## src/rtl/cipher_session_ctrl_if.sv

```systemverilog
// Source and datapath handshake bundle for cipher_session_ctrl.
// The master side is the byte source plus grammar_fsm; the slave side is the controller.
interface cipher_session_ctrl_if;
   logic [7:0] in_data;
   logic       in_valid;
   logic       in_ready;
   logic       dp_rst;
   logic [7:0] dp_data;
   logic       dp_valid;
   logic       fsm_accept;
   logic       fsm_reject;

   modport master (output in_data, in_valid, fsm_accept, fsm_reject,
                   input  in_ready, dp_rst, dp_data, dp_valid);
   modport slave  (input  in_data, in_valid, fsm_accept, fsm_reject,
                   output in_ready, dp_rst, dp_data, dp_valid);
endinterface

```

## src/rtl/cipher_session_ctrl.sv

```systemverilog
// Session sequencer for the xor_cipher -> grammar_fsm datapath.
// Define CIPHER_SESSION_STATS_EN to add saturating accept/reject/drop counters.
module cipher_session_ctrl #(
   parameter int unsigned MSG_LEN        = 3,
   parameter int unsigned TIMEOUT_CYCLES = 12000000,
   parameter int unsigned VERDICT_WAIT   = 8,
   parameter int unsigned HOLD_CYCLES    = 6000000,
   parameter int unsigned CNT_W          = 24
) (
   input  logic                 clk,
   input  logic                 rst,
   cipher_session_ctrl_if.slave bus,
   output logic                 verdict_accept,
   output logic                 verdict_reject,
   output logic                 timeout_err,
   output logic                 busy,
   output logic [3:0]           byte_count
`ifdef CIPHER_SESSION_STATS_EN
   ,
   output logic [7:0]           stat_accept,
   output logic [7:0]           stat_reject,
   output logic [7:0]           stat_drop
`endif
);

   typedef enum logic [2:0] {CLEAR, IDLE, FEED, WAIT, HOLD} state_t;

   localparam logic [CNT_W-1:0] TIMEOUT_LAST = CNT_W'(TIMEOUT_CYCLES - 1);
   localparam logic [CNT_W-1:0] VWAIT_LAST   = CNT_W'(VERDICT_WAIT - 1);
   localparam logic [CNT_W-1:0] HOLD_LAST    = CNT_W'(HOLD_CYCLES - 1);
   localparam logic [CNT_W-1:0] CLEAR_LAST   = CNT_W'(1);
   localparam logic [3:0]       LEN          = 4'(MSG_LEN);

   state_t           state;
   // Only one phase (clear, timeout, verdict wait, hold) runs at a time, so one counter serves all.
   logic [CNT_W-1:0] cnt;
   logic [3:0]       byte_next;

   assign byte_next = byte_count + 4'd1;

   // NOTE: every register here is updated with <= so all next-state terms read the pre-edge values.
   always_ff @(posedge clk) begin
      if (rst) begin
         state          <= CLEAR;
         cnt            <= '0;
         bus.dp_rst     <= 1'b1;
         bus.dp_valid   <= 1'b0;
         bus.dp_data    <= '0;
         bus.in_ready   <= 1'b0;
         verdict_accept <= 1'b0;
         verdict_reject <= 1'b0;
         timeout_err    <= 1'b0;
         byte_count     <= '0;
         busy           <= 1'b1;
      end else begin
         bus.dp_valid <= 1'b0;
         timeout_err  <= 1'b0;
         case (state)
            CLEAR: begin
               if (cnt == CLEAR_LAST) begin
                  state        <= IDLE;
                  cnt          <= '0;
                  bus.dp_rst   <= 1'b0;
                  bus.in_ready <= 1'b1;
                  busy         <= 1'b0;
               end else begin
                  cnt <= cnt + 1'b1;
               end
            end
            IDLE: begin
               if (bus.in_valid) begin
                  bus.dp_data  <= bus.in_data;
                  bus.dp_valid <= 1'b1;
                  byte_count   <= 4'd1;
                  cnt          <= '0;
                  busy         <= 1'b1;
                  if (MSG_LEN == 1) begin
                     state        <= WAIT;
                     bus.in_ready <= 1'b0;
                  end else begin
                     state <= FEED;
                  end
               end
            end
            FEED: begin
               if (bus.fsm_reject) begin
                  verdict_reject <= 1'b1;
                  state          <= HOLD;
                  bus.in_ready   <= 1'b0;
                  cnt            <= '0;
               end else if (bus.in_valid) begin
                  bus.dp_data  <= bus.in_data;
                  bus.dp_valid <= 1'b1;
                  byte_count   <= byte_next;
                  cnt          <= '0;
                  if (byte_next == LEN) begin
                     state        <= WAIT;
                     bus.in_ready <= 1'b0;
                  end
               end else if (cnt == TIMEOUT_LAST) begin
                  timeout_err    <= 1'b1;
                  verdict_reject <= 1'b1;
                  state          <= HOLD;
                  bus.in_ready   <= 1'b0;
                  cnt            <= '0;
               end else begin
                  cnt <= cnt + 1'b1;
               end
            end
            WAIT: begin
               // Reject has priority; a missing verdict is treated as a reject.
               if (bus.fsm_reject || (!bus.fsm_accept && cnt == VWAIT_LAST)) begin
                  verdict_reject <= 1'b1;
                  state          <= HOLD;
                  cnt            <= '0;
               end else if (bus.fsm_accept) begin
                  verdict_accept <= 1'b1;
                  state          <= HOLD;
                  cnt            <= '0;
               end else begin
                  cnt <= cnt + 1'b1;
               end
            end
            HOLD: begin
               if (cnt == HOLD_LAST) begin
                  state          <= CLEAR;
                  cnt            <= '0;
                  bus.dp_rst     <= 1'b1;
                  verdict_accept <= 1'b0;
                  verdict_reject <= 1'b0;
                  byte_count     <= '0;
               end else begin
                  cnt <= cnt + 1'b1;
               end
            end
            default: state <= CLEAR;
         endcase
      end
   end

`ifdef CIPHER_SESSION_STATS_EN
   // The first HOLD cycle is the only one with cnt == 0, so each session's verdict is counted once.
   always_ff @(posedge clk) begin
      if (rst) begin
         stat_accept <= '0;
         stat_reject <= '0;
         stat_drop   <= '0;
      end else begin
         if (state == HOLD && cnt == '0) begin
            if (verdict_accept && stat_accept != 8'hFF) stat_accept <= stat_accept + 8'd1;
            if (verdict_reject && stat_reject != 8'hFF) stat_reject <= stat_reject + 8'd1;
         end
         if (bus.in_valid && !bus.in_ready && stat_drop != 8'hFF)
            stat_drop <= stat_drop + 8'd1;
      end
   end
`endif

endmodule

```

## src/flat_wrapper.sv

```systemverilog
// flat-port wrapper written by rule: the top's interface ports become plain ports
module cipher_session_ctrl_flat 
#(
   parameter int unsigned MSG_LEN        = 3,
   parameter int unsigned TIMEOUT_CYCLES = 12000000,
   parameter int unsigned VERDICT_WAIT   = 8,
   parameter int unsigned HOLD_CYCLES    = 6000000,
   parameter int unsigned CNT_W          = 24
)
  (clk, rst, verdict_accept, verdict_reject, timeout_err, busy, byte_count, bus_in_data, bus_in_valid, bus_fsm_accept, bus_fsm_reject, bus_in_ready, bus_dp_rst, bus_dp_data, bus_dp_valid);
  cipher_session_ctrl_if bus_i ();
  input  logic clk;
  input  logic rst;
  output logic verdict_accept;
  output logic verdict_reject;
  output logic timeout_err;
  output logic busy;
  output logic [3:0] byte_count;
  input wire logic [$bits(bus_i.in_data)-1:0] bus_in_data;
  input wire logic [$bits(bus_i.in_valid)-1:0] bus_in_valid;
  input wire logic [$bits(bus_i.fsm_accept)-1:0] bus_fsm_accept;
  input wire logic [$bits(bus_i.fsm_reject)-1:0] bus_fsm_reject;
  output wire logic [$bits(bus_i.in_ready)-1:0] bus_in_ready;
  output wire logic [$bits(bus_i.dp_rst)-1:0] bus_dp_rst;
  output wire logic [$bits(bus_i.dp_data)-1:0] bus_dp_data;
  output wire logic [$bits(bus_i.dp_valid)-1:0] bus_dp_valid;
  assign bus_i.in_data = bus_in_data;
  assign bus_i.in_valid = bus_in_valid;
  assign bus_i.fsm_accept = bus_fsm_accept;
  assign bus_i.fsm_reject = bus_fsm_reject;
  assign bus_in_ready = bus_i.in_ready;
  assign bus_dp_rst = bus_i.dp_rst;
  assign bus_dp_data = bus_i.dp_data;
  assign bus_dp_valid = bus_i.dp_valid;
  cipher_session_ctrl #(.MSG_LEN(MSG_LEN), .TIMEOUT_CYCLES(TIMEOUT_CYCLES), .VERDICT_WAIT(VERDICT_WAIT), .HOLD_CYCLES(HOLD_CYCLES), .CNT_W(CNT_W)) u_core (.clk(clk), .rst(rst), .bus(bus_i), .verdict_accept(verdict_accept), .verdict_reject(verdict_reject), .timeout_err(timeout_err), .busy(busy), .byte_count(byte_count));
endmodule
```

## config.mk

```make
export PLATFORM = sky130hd
export DESIGN_NAME = cipher_session_ctrl_flat
export DESIGN_NICKNAME = d
export VERILOG_FILES = /design/src/rtl/cipher_session_ctrl_if.sv /design/src/rtl/cipher_session_ctrl.sv /design/src/flat_wrapper.sv
export SDC_FILE = /design/constraint.sdc
export NUM_CORES = 1
export LEC_CHECK = 0
export CAP_MARGIN = 20
export CORE_AREA = 2 2 77 79
export DETAILED_ROUTE_END_ITERATION = 10
export DIE_AREA = 0 0 79 81
export GPL_ROUTABILITY_DRIVEN = 0
export PLACE_DENSITY = 0.71
export SYNTH_ARGS = -nofsm -noshare
export SYNTH_HDL_FRONTEND = slang
export SYNTH_SLANG_ARGS = --single-unit
```

## constraint.sdc

```tcl
create_clock -name clk -period 5.65 [get_ports clk]
set_clock_uncertainty 0.1 [all_clocks]
set_input_delay 0.565 -clock clk [delete_from_list [all_inputs] [get_ports clk]]
set_output_delay 0.565 -clock clk [all_outputs]
set_load 0.03 [all_outputs]
```

==> flow_metrics.py, run 1 <==
metrics = {
    "run": {
        "cap_viol_max_count": 0,
    },
    "power": {
        "vdd_drop_max_mv": 0.1545,
        "switchingPower_uw": 406.3,
        "power_frac_comb_pct": 39.4,
        "p_leak_nw": 1.064,
        "finalPower_mw": 1.010,
        "power_density_nw_per_um2": 328.7,
        "p_seq_share_pct": 38.9,
        "clkPwrFrac_pct": 21.7,
        "intPower_uw": 604.1,
        "swShare_pct": 40.21,
    },
    "timing": {
        "hold_ws_ps": 390.5,
        "slew_headroom_pct": 27.81,
        "setup_slack_ps": 2874,
        "hold_viol_final": 0,
        "max_freq_mhz": 360.3,
        "period_share_pct": 49.12,
        "finalSetupTns_ps": 0,
        "worstMarginPinSlew_ps": 1079,
        "setup_viol": 0,
        "fin_crit_ps": 2776,
        "rsz0062_at_grt": "false",
        "slew_viol_final": 0,
    },
    "clock_tree": {
        "cts_resized": 0,
        "cts_inserted_buffers": 5,
        "cts_buffer_depth": 2,
        "cts_tree": "yes",
        "ctsHoldBuffers": 0,
        "htreeDepth": 2,
        "ctsRootBufferMaster": "clkbuf_8",
        "clk_latency_ps": 310,
        "path_clk_slew_ps": 100,
        "postCtsSetupBuffers": 0,
        "clock_sinks": 46,
    },
    "synth": {
        "yosysSeqAreaShare_pct": 34.34,
        "yosysMostFrequentCell": "dfxtp_1",
        "ys_top_cells_by_count": "dfxtp_1 (46), nor2_1 (38), a21oi_1 (27)",
        "synth_edf_count": 0,
        "syn-instance-count": 328,
        "ys_async_sr_fraction_pct": 0,
        "ys_warn_count": 0,
        "yosys.cell_types.count": 58,
        "synth_top_cell_area_share_pct": 34.34,
        "avgSynthCellArea_um2": 8.175,
        "syn_nets": 345,
        "synth_area_leader_cell": "dfxtp_1",
        "netlist_area_um2": 2681,
        "synth_top_flop_cell": "dfxtp_1",
        "ys_ff_latch": 46,
        "synth_area_leaders": "dfxtp_1 (34%), nor2_1 (5.3%), a21oi_1 (5.0%)",
    },
    "die": {
        "core_um2": 5675,
        "std_cell_rows": 28,
        "die_area_um2": 6399,
        "io_pins": 32,
        "die_h_um": 81,
        "initial_utilization_pct": 47.24,
        "die_w_um": 79,
    },
    "routing": {
        "viasPerCell": 5.746,
        "drtAntennaViolNets": 0,
        "totalWireLength_um": 6242,
        "drt_iter0_markers": 237,
        "dr_total_vias": 2448,
        "drc": 0,
        "wl_per_cell_um": 14.65,
        "dr.pass1.iters": 4,
    },
    "global_route": {
        "met3_usage_pct": 4.111,
        "grt_pass1_wl_um": 10690,
        "grt_use_total_pct": 20.68,
        "busiest_layer": "met2",
        "met2_usage_pct": 33.14,
        "grt_pass1_vias": 2217,
        "use_met1_pct": 28.67,
        "gr-total-overflow": 0,
        "antenna_found_initial": 0,
        "grt_max_degree": 46,
    },
    "critical_path": {
        "crit_path_cell_trace": "or3b_2 -> nor4_2 -> nand2_1 -> nand2_4 -> a21oi_4 -> nand2_1 -> o21ai_0",
        "critical_path_class": "flip-flop to flip-flop",
        "max_stage_delay_ps": 680,
        "worstPathRequired_ps": 5740,
        "crit_path_frequent_cell": "nand2_1",
        "critPathArrivalTime_ps": 2870,
        "endpoint_kind": "flip-flop",
        "critPathBufInv": 0,
        "critical_path.startpoint_type": "flip-flop",
        "cpLargestDelayFamily": "simple AND/OR/NAND/NOR gates",
        "crit_slowest_cell": "dfxtp_1",
        "crit_fanout": 15,
    },
    "placement": {
        "place_hpwl_um": 4449,
        "place_worst_setup_slack_ps": 2687,
        "portBuffers": 31,
        "dpl-instance-area_um2": 2979,
    },
    "layout": {
        "post-route-cell-area_um2": 3074,
        "nets": 367,
        "area_growth_pct": 14.65,
        "layout-drive-gt1-share_pct": 10.83,
        "antennaDiodeCount": 0,
    },
    "run_status": {
        "status": "complete, no violations",
    },
    "min_path": {
        "hold_path.class": "flip-flop to flip-flop",
    },
}
layout by cell type (no fill, tap or decap), types with 7 or more instances in the layout:
cell	count
nor3_1	11
a31oi_1	16
mux2i_1	10
nand3_1	19
clkdlybuf4s50_1	31
inv_1	13
a21oi_1	27
or3_1	7
nand2_1	25
nor2_1	38
dfxtp_1	46
cell families after synthesis:
kind of cell	after synthesis	synth area share, %
flops	46	34.34
fa+ha+maj	4	1.867
mux	10	3.733
compound gates	82	20.44
simple gates	149	31.31
buf+inv	31	6.346
xor+xnor	6	1.960
tightest hold or removal path, stage by stage, from the launching register on:
cell     delay, ps
dfxtp_1        340
inv_1           60
o32ai_1         50
layer usage:
layer	vias to the layer above	part of all wire (%)
li1	1251	-
met3	7	3.0
met1	1142	49
met4	0	1.1
met5	-	0
met2	48	47
flip-flops by register name, indices dropped and copies added, names as in the netlist:
name,cells
u_core.bus.dp_data,8
u_core.bus.dp_rst,1
u_core.verdict_accept,1
u_core.byte_count,4
u_core.busy,1
u_core.timeout_err,1
u_core.bus.dp_valid,1
u_core.bus.in_ready,1
u_core.cnt,24
u_core.verdict_reject,1
u_core.state,3
worst paths after layout:
| check | end | cells past startpoint | slack, ps | startpoint |
|---|---|---|---|---|
| worst max-delay path | u_core.cnt[21] | 7 | 2870 | u_core.state[2] |
| worst max register to register | u_core.cnt[21] | 7 | 2870 | u_core.state[2] |
| worst min-delay path | u_core.cnt[6] | 2 | 390 | u_core.cnt[6] |
| worst min register to register | u_core.cnt[6] | 2 | 390 | u_core.cnt[6] |
metrics by stage:
stage / util [%] / instances
after floorplan: - / 328
after global placement: 52.49 / 418
after detailed placement: 52.49 / 418
after CTS: 54.17 / 426
after global routing: 54.17 / 426
final: 54.17 / 426
layout make-up:
cell class	instances	area, um^2
inverter	13	48.80
sequential	46	920.9
timing repair buffer	33	325.3
tap	75	93.84
fill	560	2601
clock inverter	3	26.28
multi-input combinational	251	1590
clock buffer	5	68.82
power groups by stage:
stage               Clock (mW)  Combinational [mW]  Sequential, mW
CTS                      0.224               0.397           0.393
detailed placement           0               0.397           0.401
floorplan                    0               0.289           0.425
global route             0.239               0.442           0.401
global placement             0               0.395           0.400
finish                   0.219               0.398           0.393
Power figures use the tool's default switching activity.
==> inputs of run 2 (changes only) <==
Clock period 5.65 ns to 2.63 ns, I/O delays scaled along.
==> run 2 against run 1 <==
  * Register-to-register slack got worse by 2700 ps
  * Non-clock buffer count rose by 21
  * Count of clock-buffer cells in the layout did not move
  * Worst hold slack improved by 7.0 ps
  * Power rose by 130%
==> flow_metrics.py, run 2 (synthesized netlist as in run 1, its figures left out) <==
metrics = {
    "clock_tree": {
        "cts_tree": "yes",
        "cts_inserted_buffers": 5,
        "cts_buffer_depth": 2,
        "htreeDepth": 2,
        "clock_sinks": 46,
        "clk_latency_ps": 300,
        "postCtsSetupBuffers": 0,
        "ctsRootBufferMaster": "clkbuf_8",
        "path_clk_slew_ps": 90,
    },
    "layout": {
        "mostFrequentLayoutCells": "dfxtp_1 (45), nor2_1 (38), clkdlybuf4s50_1 (31)",
        "largest_reg_flops": 24,
        "final_common_cell": "dfxtp_1",
        "top_regs": "u_core.cnt (24), u_core.bus.dp_data (8), u_core.byte_count (4)",
        "multi_input_area_um2": 1599,
        "top_register": "u_core.cnt",
        "regArea_um2": 922.1,
        "layout-drive-gt1-share_pct": 16.67,
        "nFillCells": 537,
        "area_growth_pct": 21.61,
        "nets": 388,
        "antennaDiodeCount": 0,
    },
    "global_route": {
        "busiest_layer": "met2",
        "grt_max_degree": 20,
        "grt_pass1_vias": 2309,
        "grt_pass1_wl_um": 10850,
        "gr-total-overflow": 0,
        "grt_use_total_pct": 21.22,
        "use_met1_pct": 29.21,
        "met2_usage_pct": 32.71,
        "antenna_found_initial": 0,
        "met3_usage_pct": 4.000,
    },
    "power": {
        "vdd_drop_max_mv": 0.4033,
        "p_leak_nw": 1.173,
        "power_frac_comb_pct": 40.9,
        "intPower_mw": 1.430,
        "finalPower_mw": 2.320,
        "swShare_pct": 38.36,
        "p_seq_share_pct": 35.6,
        "power_density_nw_per_um2": 711.5,
        "switchingPower_uw": 889.8,
        "clkPwrFrac_pct": 23.4,
    },
    "timing": {
        "slew_viol_final": 0,
        "fin_crit_ps": 2471,
        "finalSetupTns_ps": 0,
        "period_share_pct": 93.96,
        "max_freq_mhz": 404.7,
        "setup_viol": 0,
        "rsz0062_at_grt": "false",
        "slew_headroom_pct": 62.78,
        "worstMarginPinSlew_ps": 556.5,
        "hold_viol_final": 0,
    },
    "min_path": {
        "min_from": "u_core.cnt[6]",
        "hold_path.class": "flip-flop to flip-flop",
        "hold_end": "u_core.cnt[6]",
        "whs_path_depth": 2,
    },
    "routing": {
        "dr.pass1.iters": 5,
        "viasPerCell": 5.906,
        "wl_per_cell_um": 15.03,
        "totalWireLength_um": 6718,
        "drc": 0,
        "drt_iter0_markers": 154,
        "dr_total_vias": 2640,
        "drtAntennaViolNets": 0,
    },
    "die": {
        "core_um2": 5675,
        "die_w_um": 79,
        "std_cell_rows": 28,
        "die_area_um2": 6399,
        "initial_utilization_pct": 47.24,
        "io_pins": 32,
        "die_h_um": 81,
    },
    "critical_path": {
        "crit_slowest_cell": "or4_4",
        "critPathBufInv": 0,
        "rr_endpoint": "u_core.cnt[8]",
        "timing.rr.start": "u_core.cnt[7]",
        "endpoint_kind": "flip-flop",
        "critical_path_class": "flip-flop to flip-flop",
        "max_stage_delay_ps": 600,
        "crit_path_frequent_cell": "nand2_4",
        "startpoint": "u_core.cnt[7]",
        "worstPathRequired_ps": 2720,
        "crit_path_cell_trace": "or4_4 -> nor4_4 -> nand2_1 -> nand2_4 -> nand2_4 -> a21oi_1 -> o32ai_1",
        "critical_path.startpoint_type": "flip-flop",
        "crit_fanout": 16,
        "r2r_setup_slack_ps": 160,
        "cpLargestDelayFamily": "simple AND/OR/NAND/NOR gates",
        "critPathArrivalTime_ps": 2560,
        "r2r_cells": 7,
    },
    "run": {
        "cap_viol_max_count": 0,
    },
    "placement": {
        "portBuffers": 31,
        "place_hpwl_um": 4917,
    },
    "run_status": {
        "status": "complete, no violations",
    },
}
-- run 2: cell count changes in the layout (fill, tap and decap cells not counted), sizes merged --
cell      delta
buf         +21
inv          -3
clkinvlp     +2
bufinv       +1
-- run 2: power by group through the flow --
stage,Sequential [mW],Combinational (mW),Clock [mW]
5_1_grt,0.839,1.04,0.584
3_5_place_dp,0.841,0.933,0
3_3_place_gp,0.837,0.925,0
4_1_cts,0.825,0.938,0.552
2_1_floorplan,0.913,0.620,0
6_report,0.827,0.950,0.543
-- run 2: cell type report --
type | instances | area share, %
clock buffers | 5 | 2.111
well taps | 75 | 2.878
repair buffers | 54 | 14.81
flip-flops and latches | 46 | 28.28
multi-input cells | 251 | 49.04
clock inverters | 3 | 1.381
inverters | 13 | 1.497
-- run 2: worst max path at each step --
stage	cells past startpoint	slack, ps	to
2_1_floorplan	9	340	u_core.cnt[10]
3_3_place_gp	8	150	u_core.cnt[20]
3_5_place_dp	8	90	u_core.cnt[20]
4_1_cts	8	110	u_core.cnt[3]
5_1_grt	6	20	u_core.state[0]
6_report	7	160	u_core.cnt[8]
-- run 2: repair_timing --
item	4_1_cts	5_1_grt
gates resized for setup	0	3
hold buffers	0	0
hold endpoints to repair	0	0
endpoints found under the setup margin	0	21
-- run 2: worst register-to-register path, cell delays in order (launching register included) --
cell and delay (ps):
dfxtp_1 370, or4_4 600, nor4_4 430, nand2_1 260, nand2_4 180, nand2_4 150
a21oi_1 190, o32ai_1 80
-- run 2: metrics by stage --
| step | hold WS [ps] | instance area, um^2 | std cells | util [%] | worst slack [ps] |
|---|---|---|---|---|---|
| after floorplan | 306.9 | 2681 | 328 | - | 344.4 |
| after global placement | 373.3 | 3137 | 439 | 55.27 | 154.1 |
| after detailed placement | 385.2 | 3137 | 439 | 55.27 | 85.98 |
| after CTS | 394.6 | 3251 | 447 | 57.28 | 110.1 |
| after global routing | 424.9 | 3261 | 447 | 57.45 | 24.92 |
| final | 397.5 | 3261 | 447 | 57.45 | 158.9 |
-- run 2: metal layers --
metal	wire length, um	vias to the layer above
li1	-	1290
met1	3173	1240
met2	3008	93
met3	368	17
met4	166	0
met5	0	-
==> inputs of run 3 (changes only) <==
Settings changed: CELL_PAD_IN_SITES_DETAIL_PLACEMENT from default to 2, CELL_PAD_IN_SITES_GLOBAL_PLACEMENT from default to 2, CORE_AREA 2 2 77 79 to 2 2 94 96, DIE_AREA 0 0 79 81 to 0 0 96 98, PLACE_DENSITY 0.71 to default, PLACE_DENSITY_LB_ADDON from default to 0.1.
==> run 3 against run 2 <==
  * Sequential cell count is the same
  * Combinational power grew 6%
  * Die area grew 47%
  * Utilization shrank 17 points
  * Global-route usage shrank 0.093 points
  * Final area grew 4.9%
  * Setup slack gained 13 ps
  * Power grew 8.6%
  * First-iteration DRC count shrank 45%
  * Fmax grew 0.55%
  * Critical path type unchanged
  * Largest cell class unchanged
==> flow_metrics.py, run 3 (synthesized netlist as in run 1, its figures left out) <==
metrics = {
    "layout": {
        "top_register": "u_core.cnt",
        "largest_reg_flops": 24,
        "area_growth_pct": 27.53,
        "regArea_um2": 920.9,
        "fin_util_pct": 40.39,
        "final_common_cell": "dfxtp_1",
        "layout-drive-gt1-share_pct": 19.00,
        "antennaDiodeCount": 0,
        "stdcell_count": 487,
        "multi_input_area_um2": 1629,
        "top_regs": "u_core.cnt (24), u_core.bus.dp_data (8), u_core.byte_count (4)",
        "mostFrequentLayoutCells": "dfxtp_1 (46), nor2_1 (38), clkdlybuf4s50_1 (30)",
        "nets": 395,
        "nFillCells": 973,
    },
    "global_route": {
        "grt_max_degree": 28,
        "grt_use_total_pct": 21.12,
        "grt_pass1_vias": 2861,
        "grt_pass1_wl_um": 15350,
        "antenna_found_initial": 0,
        "gr-total-overflow": 0,
    },
    "routing": {
        "drc": 0,
        "dr.pass1.iters": 4,
        "dr_total_vias": 2691,
        "viasPerCell": 5.526,
        "wl_per_cell_um": 19.47,
        "totalWireLength_um": 9480,
        "drt_iter0_markers": 85,
        "drtAntennaViolNets": 0,
    },
    "power": {
        "power_frac_comb_pct": 40.1,
        "switchingPower_uw": 952.5,
        "p_leak_nw": 1.261,
        "power_density_nw_per_um2": 736.4,
        "vdd_drop_max_mv": 0.2889,
        "p_seq_share_pct": 32.8,
        "swShare_pct": 37.82,
        "intPower_mw": 1.566,
        "clkPwrFrac_pct": 27.1,
    },
    "timing": {
        "period_share_pct": 93.45,
        "hold_viol_final": 0,
        "max_freq_mhz": 406.9,
        "slew_headroom_pct": 59.94,
        "worstMarginPinSlew_ps": 600.9,
        "setup_viol": 0,
        "setup_slack_ps": 172.4,
        "slew_viol_final": 0,
        "rsz0062_at_grt": "false",
        "fin_crit_ps": 2458,
    },
    "clock_tree": {
        "cts_tree": "yes",
        "clk_latency_ps": 310,
        "ctsHoldBuffers": 0,
        "cts_inserted_buffers": 5,
        "clock_sinks": 46,
        "htreeDepth": 2,
        "path_clk_slew_ps": 100,
        "ctsRootBufferMaster": "clkbuf_8",
        "postCtsSetupBuffers": 0,
        "cts_buffer_depth": 2,
        "cts_resized": 0,
    },
    "critical_path": {
        "crit_path_cell_trace": "or4_4 -> nor4_2 -> a21oi_1 -> o21ai_4 -> nand2_4 -> a21oi_1 -> o32ai_1",
        "crit_fanout": 16,
        "critPathArrivalTime_ps": 2530,
        "max_stage_delay_ps": 610,
        "critical_path_class": "flip-flop to flip-flop",
        "crit_path_frequent_cell": "a21oi_1",
        "crit_slowest_cell": "or4_4",
        "endpoint_kind": "flip-flop",
        "critical_path.startpoint_type": "flip-flop",
        "worstPathRequired_ps": 2700,
    },
    "die": {
        "std_cell_rows": 34,
        "io_pins": 32,
        "die_w_um": 96,
        "die_area_um2": 9408,
        "initial_utilization_pct": 31.67,
        "die_h_um": 98,
        "core_um2": 8466,
    },
    "placement": {
        "portBuffers": 31,
        "place_worst_setup_slack_ps": -26.64,
        "post-place-cells": 479,
        "place_hpwl_um": 7119,
    },
    "run_status": {
        "status": "complete, no violations",
    },
    "min_path": {
        "hold_path.class": "primary input to flip-flop",
    },
    "run": {
        "cap_viol_max_count": 0,
    },
}
[run 3: worst max-delay path, delay by kind of cell, from the launching register on]
family | cells | cell delay (ps)
flip-flops | 1 | 370
AO/OA/AOI/OAI | 4 | 730
AND/OR/NAND/NOR | 3 | 1130
[run 3: worst paths after layout]
kind	start	to	slack (ps)	cells past startpoint
setup reg to reg	u_core.cnt[7]	u_core.cnt[8]	170	7
hold reg to reg	u_core.bus.dp_data[1]	u_core.bus.dp_data[1]	410	2
hold / removal	rst	u_core.bus.dp_data[4]	360	2
setup / recovery	u_core.cnt[7]	u_core.cnt[8]	170	7
[run 3: metrics by stage]
stage / hold WS (ps) / instance area (um^2) / setup TNS [ps] / power [mW]
floorplan: 306.9 / 2681 / 0 / 1.533
global placement: 370.1 / 3238 / 0 / 1.812
detailed placement: 388.5 / 3238 / -26.64 / 1.844
CTS: 361.4 / 3381 / 0 / 2.522
global route: 403.5 / 3420 / 0 / 2.663
finish: 360.8 / 3420 / 0 / 2.518
[run 3: layout make-up]
class	count	area share (%)
Clock buffer	6	2.415
Clock inverter	2	1.756
Inverter	13	1.427
Multi-Input combinational cell	251	47.64
Sequential cell	46	26.93
Tap cell	108	3.952
Timing Repair Buffer	61	15.88
[run 3: power by group through the flow]
stage	Combinational (mW)	Clock (mW)	Sequential, mW
2_1_floorplan	0.620	0	0.913
3_3_place_gp	0.971	0	0.840
3_5_place_dp	1.00	0	0.842
4_1_cts	1.01	0.690	0.827
5_1_grt	1.11	0.712	0.839
6_report	1.01	0.681	0.827
[run 3: per-layer routing]
metal  vias up  routed length [um]  track usage (%)  share of wire, %
met3         9                 268            3.241               2.8
li1       1300                   -                -                 -
met1      1338                4694            29.86                50
met2        44                4411            33.81                47
met5         -                   0                0                 0
met4         0                 107            4.505               1.1
==> RTL edit 1, RTL diff (config.mk and constraints of run 3) <==
Re-encode `state_t` (5 states) as one-hot, 5 bits wide.
--- a/src/rtl/cipher_session_ctrl.sv
+++ b/src/rtl/cipher_session_ctrl.sv
@@ -23,7 +23,7 @@
 `endif
 );
 
-   typedef enum logic [2:0] {CLEAR, IDLE, FEED, WAIT, HOLD} state_t;
+   typedef enum logic [4:0] {CLEAR = 5'b00001, IDLE = 5'b00010, FEED = 5'b00100, WAIT = 5'b01000, HOLD = 5'b10000} state_t;
 
    localparam logic [CNT_W-1:0] TIMEOUT_LAST = CNT_W'(TIMEOUT_CYCLES - 1);
    localparam logic [CNT_W-1:0] VWAIT_LAST   = CNT_W'(VERDICT_WAIT - 1);
Function: no difference found for any inputs over 10 cycles, from zero or initial values and one cycle with rst high; not proved beyond that.
==> RTL edit 1 against run 3 <==
  * Die area unchanged
  * Synthesized area is 4.1% lower
  * Worst setup slack worse by 52 ps
  * Cell area up 3.7%
  * Sequential cell count is 2 higher
  * Total power down 7.8%
  * Largest cell class unchanged
  * Wire length rose by 1.5%
==> RTL edit 1: results <==
metrics = {
    "detailed_routing": {
        "wl_met3_um": 252,
        "vias": 2775,
        "routed.top_layer": "met4",
        "drt_iter0_markers": 68,
        "via_per_inst": 5.45,
        "wl_met2_mm": 4.82,
        "routed_wl_mm": 9.62,
        "met1_length_mm": 4.45,
    },
    "clock_network": {
        "cts_inserted_buffers": 5,
        "root_buffer": "clkbuf_8",
        "htreeDepth": 2,
    },
    "worst_setup_path": {
        "cp_slowest_cell": "or4_4",
        "r2r_slack_ps": 120,
        "rr_worst_depth": 10,
        "worstReg2RegStart": "u_core.cnt[1]",
        "cp_slowest_stage_delay_ps": 530,
        "critPathMaxFanout": 6,
        "crit_family": "simple AND/OR/NAND/NOR gates",
        "r2r-end": "u_core.cnt[10]",
        "worstPathArrival_ps": 2600,
    },
    "status": {
        "status": "complete, no violations",
    },
    "synthesis": {
        "yosysSeqAreaShare_pct": 37.4,
        "yosysWarnings": 0,
        "synth_area_leaders": "dfxtp_1 37%, nand2_1 6.1%, nor2_1 5.4%",
        "syn_inst": 332,
        "synth.distinct_cells": 49,
        "syn_nets": 349,
        "netlist_top_cells_count": "48 x dfxtp_1, 42 x nand2_1, 37 x nor2_1",
    },
    "place": {
        "dp.cells": 496,
        "io_buffers": 31,
        "place_area_mm2": 0.00331,
        "hpwl_mm": 7.19,
    },
    "min_path": {
        "min_path_type": "reg -> reg",
        "holdCritStartpoint": "u_core.bus.dp_rst",
        "whs_endpoint": "u_core.bus.dp_rst",
        "holdPathStages": 1,
    },
    "grt": {
        "use_met1_pct": 27.2,
        "use_met3_pct": 2.85,
        "grt_pass1_wl_mm": 15.3,
        "met2_usage_pct": 35.5,
        "grt_pass1_vias": 2924,
        "grt_use_total_pct": 20.6,
        "grt_start_max_net_pins": 22,
    },
    "finish": {
        "antenna_cells": 0,
        "reg_top3": "u_core.cnt: 24 flops, u_core.bus.dp_data: 8 flops, u_core.state: 5 flops",
        "nNetsFinal": 417,
        "drive_gt1_share_pct": 19.5,
    },
    "timing": {
        "maxSlewViolCount": 0,
        "slew_headroom_pct": 63.6,
    },
    "power": {
        "ir_drop_v": 0.000264,
        "switching_power_uw": 797,
        "p_leak_uw": 0.00137,
    },
}
## RTL edit 1: changes by cell type after synthesis, sizes merged, moves of 5 or more
| cell | before | now |
|---|---|---|
| a21oi | 28 | 18 |
| a31oi | 16 | 5 |
| inv | 13 | 5 |
| nand2 | 28 | 42 |
| nand3 | 19 | 28 |
| nand4 | 6 | 12 |
| o31ai | 0 | 6 |
| o32ai | 5 | 0 |
## RTL edit 1: timing repair
action / 4_1_cts / 5_1_grt
buffers inserted: 0 / 4
setup endpoints to repair: 4 / 28
gates resized for setup: 4 / 11
pin swaps: 0 / 3
cloned: 0 / 1
hold endpoints to repair: 0 / 0
## RTL edit 1: area by class of cell
class	instances	area, um^2
tap	108	135
timing repair buffer	83	747
sequential	48	963
clock inverter	2	38.8
clock buffer	6	82.6
multi-input combinational	257	1560
inverter	5	18.8
fill	975	4920
## RTL edit 1: worst reg2reg max path, stage by stage, from the launching register on
cell	delay (ps)
dfxtp_2	370
ha_4	140
nand3_2	80
or4_4	530
or3_4	370
a21boi_4	200
a21oi_4	130
buf_12	170
buf_4	130
nand3_1	90
o311ai_1	100
## RTL edit 1: power groups by stage
stage | Clock [uW] | Sequential [uW] | Combinational [uW]
global placement | 0 | 827 | 781
floorplan | 0 | 884 | 363
finish | 589 | 822 | 910
global route | 639 | 828 | 991
detailed placement | 0 | 831 | 811
CTS | 612 | 816 | 835
## RTL edit 1: kinds of logic (layout without fill, tap and decap cells)
logic type | Yosys count | count (layout) | share of synthesized area, %
AOI/OAI and AO/OA | 67 | 67 | 17.1
xor gates and xnor gates | 4 | 4 | 1.36
adders and majority gates | 4 | 4 | 1.95
buffers and inverters | 27 | 96 | 4.13
DFF | 48 | 48 | 37.4
muxes | 12 | 12 | 4.67
and+or+nand+nor | 170 | 170 | 33.4
## RTL edit 1: worst max-delay path by stage
| stage | startpoint | to |
|---|---|---|
| 2_1_floorplan | u_core.cnt[0] | u_core.cnt[4] |
| 3_3_place_gp | u_core.cnt[0] | u_core.cnt[10] |
| 3_5_place_dp | u_core.cnt[1] | u_core.cnt[10] |
| 4_1_cts | u_core.cnt[0] | u_core.cnt[10] |
| 5_1_grt | u_core.cnt[21] | u_core.cnt[10] |
| 6_report | u_core.cnt[1] | u_core.cnt[10] |
## RTL edit 1: metrics by stage
| step | utilization (%) | total power (uW) | worst slack, ps | hold WS, ps | setup TNS, ps |
|---|---|---|---|---|---|
| global route | 41.9 | 2460 | -26.8 | 410 | -40.5 |
| finish | 41.9 | 2320 | 120 | 378 | 0 |
| global placement | 39.1 | 1610 | 101 | 346 | 0 |
| CTS | 40.7 | 2260 | -16.8 | 372 | -33.1 |
| floorplan | - | 1250 | 26.1 | 304 | 0 |
| detailed placement | 39.1 | 1640 | 7.60 | 356 | 0 |
==> RTL edit 2, RTL diff (settings of run 3) <==
Without the edit above. `CNT_W` is set to 24 in 2 places; all go to 32.
--- a/src/rtl/cipher_session_ctrl.sv
+++ b/src/rtl/cipher_session_ctrl.sv
@@ -5,7 +5,7 @@
    parameter int unsigned TIMEOUT_CYCLES = 12000000,
    parameter int unsigned VERDICT_WAIT   = 8,
    parameter int unsigned HOLD_CYCLES    = 6000000,
-   parameter int unsigned CNT_W          = 24
+   parameter int unsigned CNT_W          = 32
 ) (
    input  logic                 clk,
    input  logic                 rst,
--- a/src/flat_wrapper.sv
+++ b/src/flat_wrapper.sv
@@ -5,7 +5,7 @@
    parameter int unsigned TIMEOUT_CYCLES = 12000000,
    parameter int unsigned VERDICT_WAIT   = 8,
    parameter int unsigned HOLD_CYCLES    = 6000000,
-   parameter int unsigned CNT_W          = 24
+   parameter int unsigned CNT_W          = 32
 )
   (clk, rst, verdict_accept, verdict_reject, timeout_err, busy, byte_count, bus_in_data, bus_in_valid, bus_fsm_accept, bus_fsm_reject, bus_in_ready, bus_dp_rst, bus_dp_data, bus_dp_valid);
   cipher_session_ctrl_if bus_i ();
Formal check against the unedited RTL: same outputs for any inputs over 10 cycles, from zero or initial values and one cycle with rst high; that may be too few to reach the edited logic, so the function may still have changed.
==> RTL edit 2 against run 3 <==
  * Total power up 15%
  * Sequential cell count grew 8
  * Core utilization increased by 2.2 points
  * Global-route usage down 1.8 points
  * Cell area increased by 5.5%
  * Synthesized area is 5.2% higher
  * Wire length is 9.7% lower
  * Via count about the same
  * Worst setup slack lost 49 ps
  * Largest cell class unchanged
  * Highest routed layer unchanged
==> RTL edit 2: results <==
metrics = {
    "clock_network": {
        "clockBufferDepth": 2,
        "htreeDepth": 2,
        "root_buffer": "clkbuf_8",
        "cts_inserted_buffers": 5,
        "clkSlewWorstSetupHoldPaths_ps": 100,
    },
    "detailed_routing": {
        "dr.pass1.iters": 5,
        "wl_per_cell_um": 16.9,
        "routed_wl_mm": 8.56,
        "via_per_inst": 5.33,
        "drt_iter0_markers": 106,
    },
    "finish": {
        "multi_input_area_mm2": 0.00170,
        "final-nonclk-buf-share_pct": 15.2,
        "nFillCells": 996,
        "nNetsFinal": 413,
        "num-clock-buffers": 6,
        "seq_cell_count": 54,
        "clockNetworkAreaShare_pct": 3.05,
        "seqCellArea_mm2": 0.00109,
        "antenna_cells": 0,
        "nNonClkInverters": 8,
        "multi_input_cells": 266,
        "drive_gt1_share_pct": 14.9,
        "reg_top3": "u_core.cnt: 32 flops, u_core.bus.dp_data: 8 flops, u_core.byte_count: 4 flops",
    },
    "grt": {
        "grt_pass1_vias": 2845,
        "grt_start_max_net_pins": 28,
        "grt_pass1_wl_mm": 14.5,
        "grt_use_total_pct": 19.3,
    },
    "synthesis": {
        "syn_nets": 358,
        "synth.distinct_cells": 51,
        "synth_area_leaders": "dfxtp_1 38%, nor2_1 8.8%, xnor2_1 4.7%",
        "yosysWarnings": 0,
        "netlist_top_cells_count": "66 x nor2_1, 54 x dfxtp_1, 28 x nand2_1",
        "synthArstFlopShare_pct": 0,
        "yosysSeqAreaShare_pct": 38.3,
        "synthFlopType": "dfxtp_1",
        "syn_inst": 341,
    },
    "place": {
        "place_area_mm2": 0.00342,
        "hpwl_mm": 6.58,
        "io_buffers": 31,
        "dp.cells": 495,
    },
    "status": {
        "status": "complete, no violations",
    },
    "power": {
        "p_leak_uw": 0.00129,
        "powerDensity_mw_per_mm2": 805,
        "ir_drop_v": 0.000296,
    },
    "timing": {
        "tightest_slew_ps": 496,
    },
    "min_path": {
        "min_path_type": "reg -> reg",
    },
    "worst_setup_path": {
        "worstPathArrival_ps": 2610,
        "critPathMaxFanout": 27,
    },
}
-- RTL edit 2: through the flow --
| step | power, uW | setup WS, ps |
|---|---|---|
| final | 2900 | 124 |
| after global routing | 3110 | -43.4 |
| after CTS | 2900 | 11.2 |
| after detailed placement | 2300 | -119 |
| after global placement | 2280 | -86.6 |
| after floorplan | 1780 | 171 |
-- RTL edit 2: worst paths after layout --
path                              start                    end  slack (ps)  cells past startpoint
setup / recovery         u_core.cnt[14]         u_core.cnt[18]         120                      7
hold / removal    u_core.verdict_reject  u_core.verdict_reject         380                      1
setup reg to reg         u_core.cnt[14]         u_core.cnt[18]         120                      7
hold reg to reg   u_core.verdict_reject  u_core.verdict_reject         380                      1
-- RTL edit 2: cell families after synthesis --
logic type      count (synthesis)  synth area share (%)
mux                             9                  3.19
fa+ha+maj                       4                  1.77
buf+inv                        21                  3.41
xor+xnor                       29                  9.00
flops                          54                  38.3
simple gates                  184                  33.2
compound gates                 40                  11.1
-- RTL edit 2: power by group --
part	total [uW]	internal, uW	switching [uW]
combinational	1330	591	741
clock	572	285	288
sequential	998	906	91.9
-- RTL edit 2: metal layers --
layer	GRT usage, %	routed length [um]	vias to the layer above	share of wire (%)
met4	3.96	73	0	0.85
li1	-	-	1320	-
met1	27.1	4270	1347	50
met5	0	0	-	0
met2	31.3	4080	20	48
met3	2.78	128	5	1.5
-- RTL edit 2: what timing repair did --
action	in CTS	in global routing
setup buffers	0	2
hold buffers	0	0
pin swaps	0	5
gates resized for setup	5	8
endpoints found under the setup margin	5	33
-- RTL edit 2: critical path, cell delays in order, from the launching register on --
cell and delay (ps):
dfxtp_1 380, nor4_2 390, nand3_2 200, or4_4 590, and2_4 180, o41ai_4 260
buf_12 220, nor2_1 70
